## src/rtl/mult18_arbiter.sv

```systemverilog
// Round-robin arbiter sharing one iterative 18x18 multiplier (start/done
// interface) among NREQ requesters; results return on a valid/ready channel.
module mult18_arbiter #(
  parameter int unsigned NREQ        = 3,
  parameter int unsigned W           = 18,
  parameter int unsigned TIMEOUT_CYC = 64
) (
  input  logic                                        clk,
  input  logic                                        rst,
  input  logic [NREQ-1:0]                             req_valid,
  input  logic [NREQ*W-1:0]                           req_a,
  input  logic [NREQ*W-1:0]                           req_b,
  output logic [NREQ-1:0]                             req_ready,
  output logic                                        m_start,
  output logic [W-1:0]                                m_a,
  output logic [W-1:0]                                m_b,
  input  logic [2*W-1:0]                              m_p,
  input  logic                                        m_done,
  output logic                                        rsp_valid,
  input  logic                                        rsp_ready,
  output logic [((NREQ > 1) ? $clog2(NREQ) : 1)-1:0] rsp_id,
  output logic [2*W-1:0]                              rsp_p,
  output logic                                        rsp_err,
  output logic                                        busy
);

  localparam int unsigned IDW = (NREQ > 1) ? $clog2(NREQ) : 1;
  localparam int unsigned CW  = $clog2(TIMEOUT_CYC);
  localparam logic [CW-1:0] CNT_MAX = CW'(TIMEOUT_CYC - 1);

  typedef enum logic [1:0] {
    S_IDLE,
    S_ISSUE,
    S_WAIT,
    S_RESP
  } state_t;

  state_t           state_q;
  logic [IDW-1:0]   last_grant_q;
  logic [CW-1:0]    cnt_q;
  logic [NREQ-1:0]  req_ready_q;
  logic             m_start_q;
  logic [W-1:0]     m_a_q;
  logic [W-1:0]     m_b_q;
  logic             rsp_valid_q;
  logic [IDW-1:0]   rsp_id_q;
  logic [2*W-1:0]   rsp_p_q;
  logic             rsp_err_q;
  logic             busy_q;

  logic             grant_found_d;
  logic [IDW-1:0]   grant_idx_d;
  logic [IDW-1:0]   cand_d;
  logic [W-1:0]     sel_a_d;
  logic [W-1:0]     sel_b_d;

  // Search starts one past the last winner and wraps, giving rotating priority.
  always_comb begin
    grant_found_d = 1'b0;
    grant_idx_d   = '0;
    cand_d        = '0;
    for (int unsigned k = 1; k <= NREQ; k++) begin
      cand_d = IDW'((32'(last_grant_q) + k) % NREQ);
      if (!grant_found_d && req_valid[cand_d]) begin
        grant_found_d = 1'b1;
        grant_idx_d   = cand_d;
      end
    end
  end

  always_comb begin
    sel_a_d = '0;
    sel_b_d = '0;
    for (int unsigned i = 0; i < NREQ; i++) begin
      if (grant_idx_d == IDW'(i)) begin
        sel_a_d = req_a[i*W +: W];
        sel_b_d = req_b[i*W +: W];
      end
    end
  end

  always_ff @(posedge clk) begin
    if (!rst) begin
      state_q      <= S_IDLE;
      last_grant_q <= IDW'(NREQ - 1);
      cnt_q        <= '0;
      req_ready_q  <= '0;
      m_start_q    <= 1'b0;
      m_a_q        <= '0;
      m_b_q        <= '0;
      rsp_valid_q  <= 1'b0;
      rsp_id_q     <= '0;
      rsp_p_q      <= '0;
      rsp_err_q    <= 1'b0;
      busy_q       <= 1'b0;
    end else begin
      req_ready_q <= '0;
      m_start_q   <= 1'b0;
      case (state_q)
        S_IDLE: begin
          if (grant_found_d) begin
            req_ready_q  <= NREQ'(1) << grant_idx_d;
            m_a_q        <= sel_a_d;
            m_b_q        <= sel_b_d;
            rsp_id_q     <= grant_idx_d;
            last_grant_q <= grant_idx_d;
            busy_q       <= 1'b1;
            state_q      <= S_ISSUE;
          end
        end
        S_ISSUE: begin
          m_start_q <= 1'b1;
          cnt_q     <= '0;
          state_q   <= S_WAIT;
        end
        S_WAIT: begin
          // done is tested first so it wins over a same-cycle timeout
          if (m_done) begin
            rsp_p_q     <= m_p;
            rsp_err_q   <= 1'b0;
            rsp_valid_q <= 1'b1;
            state_q     <= S_RESP;
          end else if (cnt_q == CNT_MAX) begin
            rsp_p_q     <= '0;
            rsp_err_q   <= 1'b1;
            rsp_valid_q <= 1'b1;
            state_q     <= S_RESP;
          end else begin
            cnt_q <= cnt_q + CW'(1);
          end
        end
        S_RESP: begin
          if (rsp_ready) begin
            rsp_valid_q <= 1'b0;
            busy_q      <= 1'b0;
            state_q     <= S_IDLE;
          end
        end
        default: begin
          state_q <= S_IDLE;
          busy_q  <= 1'b0;
        end
      endcase
    end
  end

  assign req_ready = req_ready_q;
  assign m_start   = m_start_q;
  assign m_a       = m_a_q;
  assign m_b       = m_b_q;
  assign rsp_valid = rsp_valid_q;
  assign rsp_id    = rsp_id_q;
  assign rsp_p     = rsp_p_q;
  assign rsp_err   = rsp_err_q;
  assign busy      = busy_q;

endmodule

```

## config.mk

```make
export PLATFORM = sky130hd
export DESIGN_NAME = mult18_arbiter
export DESIGN_NICKNAME = d
export VERILOG_FILES = /design/src/rtl/mult18_arbiter.sv
export SDC_FILE = /design/constraint.sdc
export NUM_CORES = 1
export LEC_CHECK = 0
export BUFFER_PORTS_ARGS = -buffer_cell sky130_fd_sc_hd__buf_4
export CAP_MARGIN = 40
export CORE_MARGIN = 4
export CORE_UTILIZATION = 45
export DETAILED_ROUTE_END_ITERATION = 8
export PLACE_DENSITY = 0.81
export SLEW_MARGIN = 20
export SYNTH_ARGS = -nofsm -noshare
export SYNTH_HDL_FRONTEND = slang
export SYNTH_SLANG_ARGS = --single-unit
```

## constraint.sdc

```tcl
create_clock -name clk -period 2.8 [get_ports clk]
set_input_delay 0.7 -clock clk [delete_from_list [all_inputs] [get_ports clk]]
set_output_delay 0.7 -clock clk [all_outputs]
set_load 0.03 [all_outputs]
```

==> results of run 1 <==
where the power goes:
part	leakage [nW]	internal [mW]	switching [mW]
sequential	0.736	1.57	0.161
combinational	1.96	1.48	2.12
clock	0.104	0.431	0.512
total	2.80	3.49	2.79
synthesized netlist by cell type, types with 2 or more instances:
master,n,area share
sky130_fd_sc_hd__a311oi_1,5,0.010
sky130_fd_sc_hd__a211oi_1,26,0.046
sky130_fd_sc_hd__nand2b_1,2,0.0030
sky130_fd_sc_hd__o21ai_1,13,0.015
sky130_fd_sc_hd__buf_12,3,0.014
sky130_fd_sc_hd__a21oi_1,9,0.011
sky130_fd_sc_hd__o31ai_1,13,0.023
sky130_fd_sc_hd__o41ai_1,2,0.0042
sky130_fd_sc_hd__mux2i_1,26,0.062
sky130_fd_sc_hd__buf_2,5,0.0059
sky130_fd_sc_hd__and2_1,3,0.0045
sky130_fd_sc_hd__nand3b_1,2,0.0036
sky130_fd_sc_hd__o211ai_1,2,0.0036
sky130_fd_sc_hd__nand3_1,4,0.0047
sky130_fd_sc_hd__ha_1,10,0.030
sky130_fd_sc_hd__inv_1,22,0.020
sky130_fd_sc_hd__buf_4,3,0.0053
sky130_fd_sc_hd__nor3_1,2,0.0024
sky130_fd_sc_hd__o21ai_0,8,0.0095
sky130_fd_sc_hd__a22oi_1,58,0.10
sky130_fd_sc_hd__dfxtp_1,90,0.43
sky130_fd_sc_hd__o21ai_2,10,0.021
sky130_fd_sc_hd__clkbuf_1,18,0.016
sky130_fd_sc_hd__or2_2,3,0.0045
sky130_fd_sc_hd__buf_6,3,0.0080
sky130_fd_sc_hd__nor2_1,61,0.054
sky130_fd_sc_hd__nand2_1,28,0.025
routing by layer:
| layer | routed length (um) | up-vias | GRT usage | share of wire |
|---|---|---|---|---|
| met3 | 1244 | 33 | 0.07227 | 0.091 |
| li1 | - | 2106 | - | - |
| met4 | 461 | 0 | 0.09934 | 0.034 |
| met2 | 6808 | 191 | 0.4189 | 0.50 |
| met1 | 5196 | 2049 | 0.2672 | 0.38 |
| met5 | 0 | - | 0 | 0 |
worst max-delay path, cell delays in order, from the launching register on:
cell and delay, ns:
sky130_fd_sc_hd__dfxtp_1 0.42, sky130_fd_sc_hd__inv_1 0.11, sky130_fd_sc_hd__ha_1 0.47, sky130_fd_sc_hd__nor3b_1 0.10
sky130_fd_sc_hd__o41ai_1 0.62, sky130_fd_sc_hd__a31o_4 0.21, sky130_fd_sc_hd__buf_12 0.20, sky130_fd_sc_hd__mux2i_1 0.26
sky130_fd_sc_hd__o21ai_2 0.07
cells in the final DEF (no fill, tap or decap), types with 4 or more instances in the layout:
| cell | n |
|---|---|
| sky130_fd_sc_hd__buf_4 | 240 |
| sky130_fd_sc_hd__dfxtp_1 | 90 |
| sky130_fd_sc_hd__nor2_1 | 61 |
| sky130_fd_sc_hd__a22oi_1 | 58 |
| sky130_fd_sc_hd__nand2_1 | 28 |
| sky130_fd_sc_hd__mux2i_1 | 26 |
| sky130_fd_sc_hd__a211oi_1 | 26 |
| sky130_fd_sc_hd__inv_1 | 22 |
| sky130_fd_sc_hd__o21ai_1 | 13 |
| sky130_fd_sc_hd__o31ai_1 | 13 |
| sky130_fd_sc_hd__o21ai_2 | 10 |
| sky130_fd_sc_hd__ha_1 | 10 |
| sky130_fd_sc_hd__a21oi_1 | 9 |
| sky130_fd_sc_hd__clkbuf_8 | 9 |
| sky130_fd_sc_hd__o21ai_0 | 8 |
| sky130_fd_sc_hd__a311oi_1 | 5 |
| sky130_fd_sc_hd__nand3_1 | 4 |
cell type report:
class | count | area share
inverters | 23 | 0.01390
clock buffers | 9 | 0.01994
repair buffers | 243 | 0.2997
flip-flops and latches | 90 | 0.2900
clock inverters | 7 | 0.01329
multi-input cells | 310 | 0.3408
well taps | 111 | 0.02236
flip-flops by register name (all words and copies together) (netlist names), 2 cells and up:
register      count
rsp_p            36
m_a              18
m_b              18
cnt_q             6
req_ready         3
last_grant_q      2
state_q           2
cells by family after synthesis:
family	after synthesis	synth area share
AOI/OAI and AO/OA	162	0.2955
adders and majority gates	10	0.02966
buffers and inverters	56	0.07089
DFF	90	0.4272
muxes	26	0.06170
and+or+nand+nor	112	0.1151
worst max-delay path by stage:
stage,from,end,cells after the start
5_1_grt,last_grant_q[0]$_SDFFE_PN0P_,m_b[8]$_SDFFE_PN0P_,8
6_report,last_grant_q[0]$_SDFFE_PN0P_,m_b[8]$_SDFFE_PN0P_,8
3_3_place_gp,last_grant_q[0]$_SDFFE_PN0P_,m_b[8]$_SDFFE_PN0P_,8
4_1_cts,last_grant_q[0]$_SDFFE_PN0P_,m_b[8]$_SDFFE_PN0P_,8
2_1_floorplan,last_grant_q[0]$_SDFFE_PN0P_,m_a[17]$_SDFFE_PN0P_,10
3_5_place_dp,last_grant_q[0]$_SDFFE_PN0P_,m_b[8]$_SDFFE_PN0P_,8
==> results.md, run 1 <==
- The aggregate global routing overflow is 0.
- The initial DRC count is 172.
- The highest achievable clock rate is 0.3906 GHz.
- The initial antenna violation count came to 0.
- The number of distinct library cells after synthesis is 52.
- The filler cell count in the final layout is 748.
- The minimum clock period is 2.560 ns.
- Counting cells, the worst reg-to-reg path comes to 8.
- Of the available clock period, the critical path in the final layout requires 0.9143.
- Summing internal, switching and leakage power gives 6.277 mW.
- A synthesized cell averages 9.250 um2.
- The length of the first detailed-routing pass in iterations is 5.
- The worst register-to-register path begins at last_grant_q[0]$_SDFFE_PN0P_.
- The final setup TNS is 0 ns.
- The slew at the pin with the worst max-slew slack is 0.7496 ns.
- Summing over every cut layer, the via total after detailed routing is 4,379.
- In this run the tightest slew margin relative to its limit is 0.4987.
- The maximum fanout along the worst path is 22.
- The total number of nets in the final design is 838.
- The number of remaining DRC errors is 0.
- The area growth from synthesis to layout is 47.29%.
- Summing all multi-input logic gate instances after layout gives 2117 um2.
- During synthesis, Yosys emitted a total of 0 warnings.
- The setup slack of the critical path after layout is 0.2399 ns.
- In the final routed layout, each cell accounts on average for 17.29 um.
- After clock tree synthesis, the repair step resized 0 gates.
- STA classifies the critical path startpoint as a flip-flop.
- The number of synthesized flops with an enable pin is 0.
- For this run, asynchronously set or reset flops after synthesis account for 0.
- Once layout is done, the placed cells without fillers occupy 6212 um2.
- 0 antenna diodes ended up in the layout.
- The commonest register cell after synthesis is sky130_fd_sc_hd__dfxtp_1.
- The post-DP HPWL is 10,650 um.
- The number of cells produced by synthesis is 456.
- The non-filler instance count after layout is 793.
- The global-route wire length before repair is 21,420 um.
- For this block, the routed nets add up to 13,710 um of wire.
- The worst setup path is captured at a flip-flop.
- In the final layout, flip-flops and latches occupy 1802 um2.
- The clock tree from TritonCTS is yes.
- The static power due to leakage is 2.804 nW.
- Setup repair after global routing left no endpoint under its margin.
- STA puts the critical path data required time at 3.06 ns.
- In the global route stage, overall resource usage came out at 0.2386.
- VDD sags by at most 491.1 uV.
- The placed cell area is 5998 um2.
- The flow ran to the end, and the final reports show no timing, DRC or antenna violations.
- The number of setup violations in the final report is 0.
- The number of hold buffers added after cts is 0.
- In this run the tool buffered the top-level ports with 231 buffer cells.
- By startpoint and endpoint, the worst setup path is classified as reg -> reg.
- The endpoint identified for the worst register-to-register timing path is m_b[8]$_SDFFE_PN0P_.
- Max-cap violations in this run came to 0.
- The post-CTS clock slew at the launch and capture registers of the worst setup and hold paths is 0.11 ns.
- The number of global-route vias before repair came to 4,340.
- Once placement completed, the tool counted placed cells totaling 776.
- Once detail routing completed, the nets flagged for antenna violations numbered 0.
- In this run the cell area of the synthesized design comes to 4218 um2.
- Measured on the finished design, the core utilization comes to 0.6755.
- The clock arrives with 0.01285 ns of skew.
- The starting utilization of the core area is 0.4586.
- The total number of placement rows is 35.
- Buffers added to address setup during post-CTS repair amount to 0.
- The clock latency on the worst-skew pair is 0.36 ns.
- The die outline width is 104.8 um.
- The worst hold path passes through 2 cells.
- The number of slew-limit violations in the final report is 0.
- For this design, the sink count on the clock tree is 90.
- In this run the register-to-register setup slack is 0.24 ns.
- The proportion of synthesized chip area in sequential cells is 0.4272.
- In this run the clock root is driven by a sky130_fd_sc_hd__clkbuf_8.
- The worst hold path startpoint is m_a[10]$_SDFFE_PN0P_.
- The number of synthesized register bits is 90.
- The per-cell via count in the routed design is 5.522.
- The arrival time at the worst endpoint is 2.82 ns.
- The number of top-level pins is 232.
- The end point of the most critical hold path is m_a[10]$_SDFFE_PN0P_.
- The vertical die dimension is 104.8 um.
- In this run the worst hold path is classified as reg -> reg.
- The total clock buffers created by CTS is 9.
- The region available for standard cell placement spans 9196 um2.
- The deepest clock path buffer count is 2.
- The tightest hold margin is 0.4637 ns.
- The total power density per cell area is 1010 nW/um2.
- The H-tree level count is 3.
- Of the cells placed in the final design, the portion with a size suffix greater than 1 is 0.4194.
- The die covers 10,990 um2.
- Prior to clock tree synthesis, the placed netlist has a worst setup slack of 0.1606 ns.
- At the end of routability-driven placement, the weighted congestion stood at 0.9211.
- The final hold violation count was 0.
- The largest net degree at the start of global routing is 47.
- The net count after synthesis is 617.
Power figures use the tool's default switching activity.
==> run 2, diff against run 1 <==
--- a/config.mk
+++ b/config.mk
@@ -11,6 +11,7 @@
 export CORE_UTILIZATION = 45
 export DETAILED_ROUTE_END_ITERATION = 8
 export PLACE_DENSITY = 0.81
+export RECOVER_POWER = 50
 export SLEW_MARGIN = 20
 export SYNTH_ARGS = -nofsm -noshare
 export SYNTH_HDL_FRONTEND = slang
==> results.md, run 2 (synthesis results as in run 1) <==
- The clock tree from TritonCTS is yes.
- The global router's overall resource usage came to 0.2386 (unchanged).
- The vertical die dimension came to 104.8 um (unchanged).
- The arrival time at the worst endpoint is 2.83 ns (about the same).
- The total die area is 10,990 um2 (unchanged).
- The final setup TNS is 0 ns (unchanged).
- The die outline width came to 104.8 um (unchanged).
- The slowest cell on the critical path is sky130_fd_sc_hd__o41ai_1.
- The area of the core is 9196 um2 (unchanged).
- The run finished with clean final reports.
- The depth of the most critical reg-to-reg path came to 8 (unchanged).
- The initial DRC count is 185 (+7.6%).
- The deepest clock path buffer count is 2 (unchanged).
- The nature of the critical path endpoint is a flip-flop.
- The aggregate global routing overflow is 0 (unchanged).
- The start point of the critical path is last_grant_q[0]$_SDFFE_PN0P_.
- The filler cell count in the final layout is 831 (+11%).
- The number of slew-limit violations in the final report is 0 (unchanged).
- The sum of routed wire length over all layers is 13,660 um (-0.37%).
- The fraction of final layout cells sized beyond drive strength 1 is 0.3006 (-0.1188).
- The highest achievable clock rate is 0.3896 GHz (-0.27%).
- The total clock buffers created by CTS came to 9 (unchanged).
- The count of antenna-violating nets left after detailed routing was 0 (unchanged).
- The worst setup path is launched from a flip-flop.
- The number of setup violations in the final report is 0 (unchanged).
- The max-cap check violation count is 0 (unchanged).
- The clock root buffer is sky130_fd_sc_hd__clkbuf_8.
- The category of the critical setup timing path is reg -> reg.
- The largest net degree at the start of global routing is 47 (unchanged).
- The data required time of the critical path came to 3.06 ns (about the same).
- The CTS sink count is 90 (unchanged).
- The maximum fanout along the worst path came to 22 (unchanged).
- The per-cell via count in the routed design came to 5.533 (+0.21%).
- The fraction of the cycle the final worst path needs is 0.9168 (+0.002484).
- The library cell used most frequently in the layout, excluding fill and tap cells, is sky130_fd_sc_hd__buf_4.
- The number of global-route vias before repair is 4,340 (unchanged).
- The class of the worst hold path is reg -> reg.
- The total number of vias is 4,388 (+0.21%).
- The post-DP HPWL came to 10,650 um (unchanged).
- The length of the first detailed-routing pass in iterations is 5 (unchanged).
- The H-tree level count is 3 (unchanged).
- The minimum clock period is 2.567 ns (+0.006956 ns).
- The total number of placement rows was 35 (unchanged).
- The critical path goes through inv_1 -> ha_1 -> nor3b_1 -> o41ai_1 -> a31o_4 -> buf_12 -> mux2i_1 -> o21ai_2.
- The number of hold buffers added after cts is 0 (unchanged).
- The wire length per cell was 17.22 um (-0.37%).
- The signed area change from the synthesized netlist to the final layout is 40.08%.
- The static power due to leakage is 2.466 nW (-12%).
- The longest individual stage delay on the worst path is 0.63 ns (about the same).
- The destination of the worst register-to-register timing path is m_b[8]$_SDFFE_PN0P_.
- The post-cts resize count came to 0 (unchanged).
- The global-route wire length before repair is 21,420 um (unchanged).
- The slew at the pin with the worst max-slew slack came to 0.7416 ns (-0.008014 ns).
- The endpoint of the most critical setup path is m_b[8]$_SDFFE_PN0P_.
- The global placement routability congestion is 0.9211 (unchanged).
- The final hold violation count is 0 (unchanged).
- The post-CTS clock slew at the launch and capture registers of the worst setup and hold paths is 0.10 ns (about the same).
- The clock latency on the worst-skew pair is 0.36 ns (about the same).
- The flip-flop count of the largest register after layout is 36 (unchanged).
- The number of top-level pins is 232 (unchanged).
- The setup slack of the worst register-to-register path is 0.23 ns (about the same).
- The number of remaining DRC errors is 0 (unchanged).
- The number of port buffers was 231 (unchanged).
- Setup repair after global routing left no endpoint under its margin.
- The initial antenna violation count is 0 (unchanged).
- In the layout the commonest cells are 159 x sky130_fd_sc_hd__buf_4, 90 x sky130_fd_sc_hd__dfxtp_1, 81 x sky130_fd_sc_hd__clkbuf_1, 61 x sky130_fd_sc_hd__nor2_1, 58 x sky130_fd_sc_hd__a22oi_1.
- The number of inserted diodes is 0 (unchanged).
- The tightest hold margin was 0.4611 ns (-0.002603 ns).
- The total power density per cell area is 1026 nW/um2 (+1.6%).
- The worst IR drop on VDD is 471.8 uV (-3.9%).
- The clock tree skew after final layout is 0.01029 ns (-0.002557 ns).
- The relative slew slack is 0.5049 (+0.006207).
- The source of the worst register-to-register timing path is last_grant_q[0]$_SDFFE_PN0P_.
- The starting utilization of the core area is 0.4586 (unchanged).
- The total number of nets in the final design is 838 (unchanged).
- The post-CTS setup repair buffer count is 0 (unchanged).
## run 2: changes by cell type in the layout (fill, tap and decap cells not counted), sizes merged
cell,before,now
clkbuf,9,90
buf,243,162
## run 2: through the flow
| stage | instances | utilization | area, um2 | power (mW) | setup WS (ns) |
|---|---|---|---|---|---|
| after detailed placement | 776 | 0.6522 | 5998 | 5.351 | 0.1606 |
| after global placement | 776 | 0.6522 | 5998 | 5.262 | 0.3155 |
| final | 793 | 0.6424 | 5908 | 6.063 | 0.2329 |
| after CTS | 792 | 0.6747 | 6205 | 6.288 | 0.1477 |
| after global routing | 793 | 0.6424 | 5908 | 6.475 | 0.06134 |
| after floorplan | 456 | - | 4218 | 4.445 | 0.4325 |
## run 2: report_power, final
part	leakage [nW]	switching (mW)	internal (mW)
logic	1.63	2.12	1.28
clock network	0.104	0.510	0.431
registers	0.736	0.156	1.57
total	2.47	2.78	3.28
## run 2: final cells by class
| type | instances | area, um2 | share of cell area |
|---|---|---|---|
| Clock buffer | 9 | 123.9 | 0.02097 |
| Clock inverter | 7 | 82.58 | 0.01398 |
| Inverter | 23 | 86.33 | 0.01461 |
| Multi-Input combinational cell | 310 | 2117 | 0.3583 |
| Sequential cell | 90 | 1802 | 0.3050 |
| Tap cell | 111 | 138.9 | 0.02351 |
| Timing Repair Buffer | 243 | 1558 | 0.2637 |
## run 2: worst min path at each step
stage / from / endpoint / slack, ns / cells past startpoint
3_5_place_dp: m_a[10]$_SDFFE_PN0P_ / m_a[10]$_SDFFE_PN0P_ / 0.45 / 2
4_1_cts: m_a[10]$_SDFFE_PN0P_ / m_a[10]$_SDFFE_PN0P_ / 0.46 / 2
5_1_grt: m_a[9]$_SDFFE_PN0P_ / m_a[9]$_SDFFE_PN0P_ / 0.49 / 2
3_3_place_gp: m_a[13]$_SDFFE_PN0P_ / m_a[13]$_SDFFE_PN0P_ / 0.44 / 2
2_1_floorplan: cnt_q[5]$_SDFFE_PN0P_ / cnt_q[5]$_SDFFE_PN0P_ / 0.45 / 1
6_report: m_a[10]$_SDFFE_PN0P_ / m_a[10]$_SDFFE_PN0P_ / 0.46 / 2
## run 2: layer usage
metal | vias up | GRT usage | share of wire
met1 | 2046 | 0.2672 | 0.38
met4 | 0 | 0.09934 | 0.033
met3 | 33 | 0.07227 | 0.096
li1 | 2109 | - | -
met5 | - | 0 | 0
met2 | 200 | 0.4189 | 0.50
## run 2: critical path: cells and delay by family (launching register included)
family	cells	cell delay (ns)
AOI/OAI and AO/OA	3	0.91
and+or+nand+nor	1	0.10
adders and majority gates	1	0.47
buffers and inverters	2	0.30
DFF	1	0.41
muxes	1	0.26
